==> config.mk <==
export PLATFORM = sky130hd
export DESIGN_NAME = ringbuf_mp
export DESIGN_NICKNAME = d
export VERILOG_FILES = /design/src/rtl/ringbuf_mp.sv
export SDC_FILE = /design/constraint.sdc
export NUM_CORES = 2
export LEC_CHECK = 0
export BUFFER_PORTS_ARGS = -buffer_cell sky130_fd_sc_hd__buf_2
export CAP_MARGIN = 15
export CELL_PAD_IN_SITES_DETAIL_PLACEMENT = 2
export CELL_PAD_IN_SITES_GLOBAL_PLACEMENT = 2
export CORE_ASPECT_RATIO = 1.75
export CORE_MARGIN = 1.5
export CORE_UTILIZATION = 38
export DETAILED_ROUTE_END_ITERATION = 12
export GPL_TIMING_DRIVEN = 0
export PLACE_DENSITY = 0.86
export SKIP_LAST_GASP = 1
export SYNTH_ARGS = -nofsm -noshare
export SYNTH_HDL_FRONTEND = slang
export SYNTH_SLANG_ARGS = --single-unit
==> constraint.sdc <==
create_clock -name i_clk -period 3.9 [get_ports i_clk]
set_input_delay 0.39 -clock i_clk [delete_from_list [all_inputs] [get_ports i_clk]]
set_output_delay 0.39 -clock i_clk [all_outputs]
set_load 0.03 [all_outputs]
==> src/rtl/ringbuf_mp.sv <==
// ringbuf_mp: multi-port circular buffer for in-order commit tracking.
// Up to NW entries are enqueued and up to NR dequeued per cycle. The oldest
// NR entries are presented in parallel on the read lanes. Free slots always
// hold zero, so invalid read lanes show 0 once a slot has been popped or cleared.
module ringbuf_mp #(
   parameter  int WIDTH = 32,
   parameter  int DEPTH = 16,
   parameter  int NW    = 2,
   parameter  int NR    = 2,
   localparam int CW    = $clog2(DEPTH + 1),
   localparam int PNW   = $clog2(NW + 1),
   localparam int PNR   = $clog2(NR + 1)
) (
   input  logic                i_clk,
   input  logic                i_rst_n,
   input  logic                i_flush,
   input  logic [PNW-1:0]      i_push_n,
   input  logic [NW*WIDTH-1:0] i_data,
   input  logic [PNR-1:0]      i_pop_n,
   output logic [NR*WIDTH-1:0] o_data,
   output logic [NR-1:0]       o_valid,
   output logic [CW-1:0]       o_count,
   output logic [CW-1:0]       o_free,
   output logic                o_empty,
   output logic                o_full,
   output logic                o_push_rdy,
   output logic                o_pop_rdy,
   output logic [1:0]          o_err
);

   // Pointer width; a one-entry buffer still gets a 1-bit pointer.
   localparam int PW = (DEPTH > 1) ? $clog2(DEPTH) : 1;

   // (p + n) mod DEPTH. The sum is one bit wider than the pointer, and both
   // p < DEPTH and n <= DEPTH hold, so a single subtraction is enough.
   function automatic logic [PW-1:0] wrap_add(input logic [PW-1:0] p, input logic [PW:0] n);
      logic [PW:0] s;
      s = {1'b0, p} + n;
      if (s >= (PW+1)'(DEPTH)) s = s - (PW+1)'(DEPTH);
      return s[PW-1:0];
   endfunction

   logic [PW-1:0]    head_q, head_d;
   logic [PW-1:0]    tail_q, tail_d;
   logic [CW-1:0]    count_q, count_d;
   logic [1:0]       err_q, err_d;
   logic [WIDTH-1:0] mem_q [DEPTH];
   logic [WIDTH-1:0] mem_d [DEPTH];

   logic [CW-1:0]    free;
   logic             push_ok, pop_ok;
   logic [CW-1:0]    push_cnt, pop_cnt;

   // Acceptance against pre-edge occupancy; out-of-range requests count as 0 and are flagged.
   always_comb begin
      free     = CW'(DEPTH) - count_q;
      push_ok  = (int'(i_push_n) <= NW) && (int'(i_push_n) <= int'(free));
      pop_ok   = (int'(i_pop_n) <= NR) && (int'(i_pop_n) <= int'(count_q));
      push_cnt = push_ok ? CW'(i_push_n) : '0;
      pop_cnt  = pop_ok ? CW'(i_pop_n) : '0;
      err_d    = {(i_pop_n != '0) && !pop_ok, (i_push_n != '0) && !push_ok};
      count_d  = count_q + push_cnt - pop_cnt;
      head_d   = wrap_add(head_q, (PW+1)'(pop_cnt));
      tail_d   = wrap_add(tail_q, (PW+1)'(push_cnt));
   end

   // Next memory image: popped slots are zeroed, pushed lanes land in free slots.
   // The two sets are disjoint because both are measured before the edge.
   always_comb begin
      mem_d = mem_q;
      for (int k = 0; k < NR; k++) begin
         if (k < int'(pop_cnt)) mem_d[wrap_add(head_q, (PW+1)'(k))] = '0;
      end
      for (int k = 0; k < NW; k++) begin
         if (k < int'(push_cnt)) mem_d[wrap_add(tail_q, (PW+1)'(k))] = i_data[k*WIDTH +: WIDTH];
      end
   end

   // Control state: flush wins over push and pop and clears the error pulses.
   always_ff @(posedge i_clk or negedge i_rst_n) begin
      if (!i_rst_n) begin
         head_q  <= '0;
         tail_q  <= '0;
         count_q <= '0;
         err_q   <= '0;
      end else if (i_flush) begin
         head_q  <= '0;
         tail_q  <= '0;
         count_q <= '0;
         err_q   <= '0;
      end else begin
         head_q  <= head_d;
         tail_q  <= tail_d;
         count_q <= count_d;
         err_q   <= err_d;
      end
   end

   // Entry storage: cleared on reset and flush so empty slots read as zero.
   always_ff @(posedge i_clk or negedge i_rst_n) begin
      if (!i_rst_n) begin
         for (int i = 0; i < DEPTH; i++) mem_q[i] <= '0;
      end else if (i_flush) begin
         for (int i = 0; i < DEPTH; i++) mem_q[i] <= '0;
      end else begin
         for (int i = 0; i < DEPTH; i++) mem_q[i] <= mem_d[i];
      end
   end

   // Read lanes and status, all derived from registered state except the ready flags.
   always_comb begin
      for (int k = 0; k < NR; k++) begin
         o_data[k*WIDTH +: WIDTH] = mem_q[wrap_add(head_q, (PW+1)'(k))];
         o_valid[k]               = (k < int'(count_q));
      end
      o_count    = count_q;
      o_free     = free;
      o_empty    = (count_q == '0);
      o_full     = (count_q == CW'(DEPTH));
      o_push_rdy = (int'(i_push_n) <= int'(free));
      o_pop_rdy  = (int'(i_pop_n) <= int'(count_q));
      o_err      = err_q;
   end

endmodule

==> flow_metrics.py, run 1 <==
metrics = {
    "placement": {
        "gp_congestion": 1.12,
        "placed_area_um2": 38200,
        "io_port_bufs": 102,
        "detailed_place_hpwl_mm": 181,
    },
    "synthesis": {
        "synth_flop_cell": "sky130_fd_sc_hd__dfrtp_1",
        "yosys_register_bits": 527,
        "syn_nets": 3481,
        "synth_area_um2": 35700,
        "ys_async_sr_fraction_pct": 100,
        "synthesis.area_per_instance_um2": 10.5,
        "synth-warning-count": 0,
        "number_of_enable_flip_flop_cells_after_synthesis": 0,
        "synth_cell_type_count": 64,
        "yosysSeqAreaShare_pct": 37.0,
        "post_synth_inst_count": 3384,
    },
    "floorplan": {
        "start_util_pct": 38.4,
        "io_pins": 153,
        "placementRows": 148,
        "dieHeight_um": 408,
        "dieWidth_um": 235,
    },
    "grt": {
        "grt_util_all_layers_pct": 61.7,
        "grt_start_max_net_pins": 97,
        "grt_overflow_total": 1,
    },
    "clock_tree": {
        "cts_num_sinks": 527,
        "cts-root-buf": "sky130_fd_sc_hd__clkbuf_16",
        "cts_buffer_count": 57,
        "clock_path_buffers": 3,
        "cts_htree_levels": 2,
    },
    "run_status": {
        "status": "aborted with a tool error",
        "error": "[ERROR GRT-0232] Routing congestion too high. Check the congestion heatmap in the GUI.",
        "last-stage-reached": "5_1_grt",
    },
}
## kinds of logic after synthesis
logic type	after synthesis	synth area share, %
AOI/OAI and AO/OA	1105	22.9
xor gates and xnor gates	12	0.316
adders and majority gates	27	1.02
buffers and inverters	580	6.61
DFF	527	37.0
muxes	320	20.2
and+or+nand+nor	813	12.0
## cells in the mapped netlist (2+ instances only)
cell type	n	share of area (%)
sky130_fd_sc_hd__a2111oi_4	9	0.69
sky130_fd_sc_hd__a211oi_2	4	0.14
sky130_fd_sc_hd__a21boi_0	8	0.17
sky130_fd_sc_hd__a21boi_1	9	0.19
sky130_fd_sc_hd__a21boi_2	5	0.16
sky130_fd_sc_hd__a21o_1	35	0.74
sky130_fd_sc_hd__a21oi_1	454	6.4
sky130_fd_sc_hd__a21oi_2	2	0.049
sky130_fd_sc_hd__a221o_1	18	0.51
sky130_fd_sc_hd__a221oi_1	351	8.6
sky130_fd_sc_hd__a221oi_2	27	1.1
sky130_fd_sc_hd__a22oi_1	6	0.13
sky130_fd_sc_hd__a311oi_1	46	1.1
sky130_fd_sc_hd__a32o_1	32	0.90
sky130_fd_sc_hd__and2_1	5	0.088
sky130_fd_sc_hd__and3_1	4	0.070
sky130_fd_sc_hd__buf_1	56	0.59
sky130_fd_sc_hd__buf_2	73	1.0
sky130_fd_sc_hd__buf_4	22	0.46
sky130_fd_sc_hd__clkbuf_1	369	3.9
sky130_fd_sc_hd__dfrtp_1	527	37
sky130_fd_sc_hd__fa_1	4	0.22
sky130_fd_sc_hd__ha_1	22	0.77
sky130_fd_sc_hd__inv_1	57	0.60
sky130_fd_sc_hd__inv_2	2	0.021
sky130_fd_sc_hd__mux4_2	320	20
sky130_fd_sc_hd__nand2_1	83	0.87
sky130_fd_sc_hd__nand2b_1	6	0.11
sky130_fd_sc_hd__nand3_1	66	0.93
sky130_fd_sc_hd__nand4_1	391	6.9
sky130_fd_sc_hd__nand4b_1	2	0.049
sky130_fd_sc_hd__nor2_1	198	2.1
sky130_fd_sc_hd__nor2b_1	8	0.14
sky130_fd_sc_hd__nor3_1	35	0.49
sky130_fd_sc_hd__o211ai_1	4	0.084
sky130_fd_sc_hd__o21ai_0	36	0.51
sky130_fd_sc_hd__o21ai_1	14	0.20
sky130_fd_sc_hd__o21ba_2	2	0.056
sky130_fd_sc_hd__o32ai_1	32	0.79
sky130_fd_sc_hd__or2_2	3	0.053
sky130_fd_sc_hd__or3_1	5	0.088
sky130_fd_sc_hd__xnor2_1	7	0.17
sky130_fd_sc_hd__xor2_1	4	0.098
## per-stage QoR
stage | std cells | utilization [%] | setup slack [ps]
after CTS | 4876 | 45.2 | -318
after detailed placement | 4713 | 41.1 | -2540
after global placement | 4686 | 40.6 | -9980
after floorplan | 3384 | - | 33.2
## what timing repair did
| item | CTS |
|---|---|
| pin swaps | 8 |
| gates resized for setup | 310 |
| cloned | 7 |
| hold buffers | 1 |
| endpoints found under the hold margin | 94 |
| endpoints found under the setup margin | 581 |
| buffers inserted | 49 |
## layer usage
metal	overflow	GRT usage, %
met5	0	17.7
met1	0	61.6
met4	0	63.3
met3	1	39.6
met2	0	81.6
==> inputs of run 2 (changes only) <==
CELL_PAD_IN_SITES_DETAIL_PLACEMENT = unset   (was 2)
CELL_PAD_IN_SITES_GLOBAL_PLACEMENT = unset   (was 2)
CORE_ASPECT_RATIO = unset   (was 1.75)
CORE_UTILIZATION = 40   (was 38)
PLACE_DENSITY = unset   (was 0.86)
PLACE_DENSITY_LB_ADDON = 0.15   (was unset)
clock period = 5.1 ns   (was 3.9 ns; I/O delays follow)
==> run 2 against run 1 <==
  * The flow now finishes, with violations (capacitance limit)
  * Synthesized cell count unchanged
  * Area after synthesis did not move
==> flow_metrics.py, run 2 <==
metrics = {
    "sta": {
        "setup_tns_ps": 0,
        "setup_violations": 0,
        "max_slew_margin_pct": 0.163,
        "hold_violations": 0,
        "timing.fmax_mhz": 198,
        "timing_worst_slew_pin_value_ps": 1490,
        "slew_viol_final": 0,
        "worst_slack_ps": 57.9,
        "period_minus_slack_ps": 5040,
        "rsz0062_at_grt": "no",
        "fin_worst_skew_ps": 17.7,
        "min_period_over_period_pct": 98.9,
    },
    "power_and_ir_drop": {
        "power-per-cell-area_nw_per_um2": 394,
        "p_leak_nw": 15.0,
        "worst_ir_drop_vdd_mv": 0.295,
    },
    "min_path": {
        "hold_path_class": "primary input to register",
    },
    "floorplan": {
        "io_pins": 153,
        "placementRows": 109,
        "dieWidth_um": 302,
        "dieHeight_um": 302,
        "start_util_pct": 40.4,
        "coreArea_um2": 88400,
        "fp.dieArea_um2": 91000,
    },
    "drt": {
        "detailedRoute.firstPassIterationCount": 10,
        "routedWlPerCell_um": 45.8,
        "drt_iter0_markers": 7549,
        "routed-via-count": 39544,
        "wl_mm": 221,
        "remaining_drc_errors": 0,
        "ant_nets": 0,
        "route.detailed.vias_per_inst": 8.20,
    },
    "synthesis": {
        "synth.top_cells.by_area": "sky130_fd_sc_hd__dfrtp_1, sky130_fd_sc_hd__mux4_2, sky130_fd_sc_hd__a221oi_1, sky130_fd_sc_hd__nand4_1, sky130_fd_sc_hd__a21oi_1",
        "yosys_register_bits": 527,
        "synthMostInstantiatedCell": "sky130_fd_sc_hd__dfrtp_1",
        "synth_cell_type_count": 64,
        "yosysSeqAreaShare_pct": 37.0,
        "synth_top_cells_by_count": "sky130_fd_sc_hd__dfrtp_1, sky130_fd_sc_hd__a21oi_1, sky130_fd_sc_hd__nand4_1, sky130_fd_sc_hd__clkbuf_1, sky130_fd_sc_hd__a221oi_1",
        "synth_area_um2": 35700,
        "synth_flop_cell": "sky130_fd_sc_hd__dfrtp_1",
        "ys_async_sr_fraction_pct": 100,
        "synth_top_area_cell": "sky130_fd_sc_hd__dfrtp_1",
        "synth-warning-count": 0,
        "post_synth_inst_count": 3384,
        "number_of_enable_flip_flop_cells_after_synthesis": 0,
        "synthesis.area_per_instance_um2": 10.5,
        "netlist.area_leader.share_pct": 37.0,
        "syn_nets": 3481,
    },
    "run_status": {
        "violations": "capacitance limit",
        "status": "complete, but fails checks",
    },
    "clock_tree": {
        "cts_num_sinks": 527,
        "clock_path_buffers": 3,
        "cts_buffer_count": 68,
        "cts.reportedPaths.clkPinSlew_ps": 60,
        "worstSkewPairLatency_ps": 670,
        "cts_htree_levels": 3,
        "cts_tree": "built",
        "cts-root-buf": "sky130_fd_sc_hd__clkbuf_16",
        "cts_setup_buffers": 0,
    },
    "worst_setup_path": {
        "cp_data_required_time_ps": 4590,
        "worstPathArrival_ps": 4530,
        "worstSetupPathType": "register to primary output",
        "critical_path.endpoint_type": "primary output",
        "critPathLaunchType": "register",
        "cp_max_fo": 19,
    },
    "placement": {
        "dp_worst_setup_slack_ps": -1890,
        "detailed_place_hpwl_mm": 155,
        "io_port_bufs": 102,
        "post-place-cells": 4673,
        "gp_congestion": 1.11,
        "placed_area_um2": 38000,
    },
    "layout": {
        "regMostFlops": "mem_q",
        "finalNonFillerCells": 4821,
        "largest_register_ff_count": 512,
        "layout-area-overhead-vs-synth_pct": 13.6,
        "final_common_cell": "sky130_fd_sc_hd__dfrtp_1",
        "final_area_um2": 40500,
        "final_layout_size_suffix_gt1_share_pct": 20.1,
        "nets": 3688,
        "most-common-layout-cells": "sky130_fd_sc_hd__dfrtp_1, sky130_fd_sc_hd__a21oi_1, sky130_fd_sc_hd__nand4_1, sky130_fd_sc_hd__clkbuf_1, sky130_fd_sc_hd__a221oi_1",
    },
    "grt": {
        "antenna_found_initial": 16,
        "grt_util_all_layers_pct": 47.6,
        "grt_pass1_wl_mm": 298,
        "grt_overflow_total": 0,
        "grt_pass1_vias": 36630,
        "grt_start_max_net_pins": 104,
    },
    "job": {
        "maxCapViolCount": 1,
    },
}
[run 2: cell counts after synthesis]
Identical to the previous run, type by type.
[run 2: cell type report]
type	count	area, um^2
buffer	518	2190
clock inverter	13	139
clock buffer	103	2000
fill	8357	47900
multi-input combinational	2277	20100
tap	1165	1460
antenna	19	47.5
sequential	527	13200
timing repair buffer	140	1150
inverter	59	221
[run 2: repair_timing]
| action | 4_1_cts | 5_1_grt |
|---|---|---|
| gates resized for setup | 42 | 7 |
| cloned | 0 | 0 |
| hold endpoints to repair | 38 | 0 |
| endpoints found under the setup margin | 209 | 32 |
| hold buffers | 1 | 0 |
[run 2: worst max-delay path: stages (launching register included)]
cell and delay [ps]:
sky130_fd_sc_hd__dfrtp_1 410, sky130_fd_sc_hd__clkbuf_1 320, sky130_fd_sc_hd__buf_4 500, sky130_fd_sc_hd__inv_1 190, sky130_fd_sc_hd__ha_1 350, sky130_fd_sc_hd__buf_4 310, sky130_fd_sc_hd__buf_4 270, sky130_fd_sc_hd__buf_8 200
sky130_fd_sc_hd__mux4_2 520, sky130_fd_sc_hd__mux4_2 550, sky130_fd_sc_hd__buf_2 210
[run 2: path summary, 6_finish.rpt]
| path | endpoint | slack (ps) | cells past startpoint | from |
|---|---|---|---|---|
| worst max-delay path | o_data[63] | 60 | 10 | head_q[1]$_DFF_PN0_ |
| worst min-delay path | o_err[0]$_DFF_PN0_ | 170 | 3 | i_push_n[1] |
| worst max register to register | mem_q[141]$_DFF_PN0_ | 220 | 11 | o_count[2]$_DFF_PN0_ |
| worst min register to register | mem_q[484]$_DFF_PN0_ | 550 | 1 | mem_q[484]$_DFF_PN0_ |
| max in group asynchronous | mem_q[144]$_DFF_PN0_ | 3120 | 4 | i_rst_n |
| min in group asynchronous | o_err[0]$_DFF_PN0_ | 510 | 2 | i_rst_n |
[run 2: cell families after synthesis]
logic type                 after synthesis  share of synthesized area (%)
buffers and inverters                  580                           6.61
DFF                                    527                           37.0
and+or+nand+nor                        813                           12.0
muxes                                  320                           20.2
adders and majority gates               27                           1.02
xor gates and xnor gates                12                          0.316
AOI/OAI and AO/OA                     1105                           22.9
[run 2: power breakdown]
group	internal [mW]	switching [mW]
clock	2.73	2.20
combinational	1.91	4.43
sequential	4.42	0.269
[run 2: metal layers]
layer,wire length (um),global-route usage (%)
met5,615,5.71
met1,78600,58.4
met4,16800,28.4
met3,37300,26.5
met2,87300,64.2
[run 2: metrics by stage]
stage               total power [mW]  util (%)  hold WS [ps]
floorplan                       8.28         -           214
global placement                10.6      42.6           517
detailed placement              10.7      43.0           529
CTS                             15.5      45.5           155
global route                    16.1      45.8           178
finish                          16.0      45.9           171
Note: power is estimated with default switching activity, not from simulation.
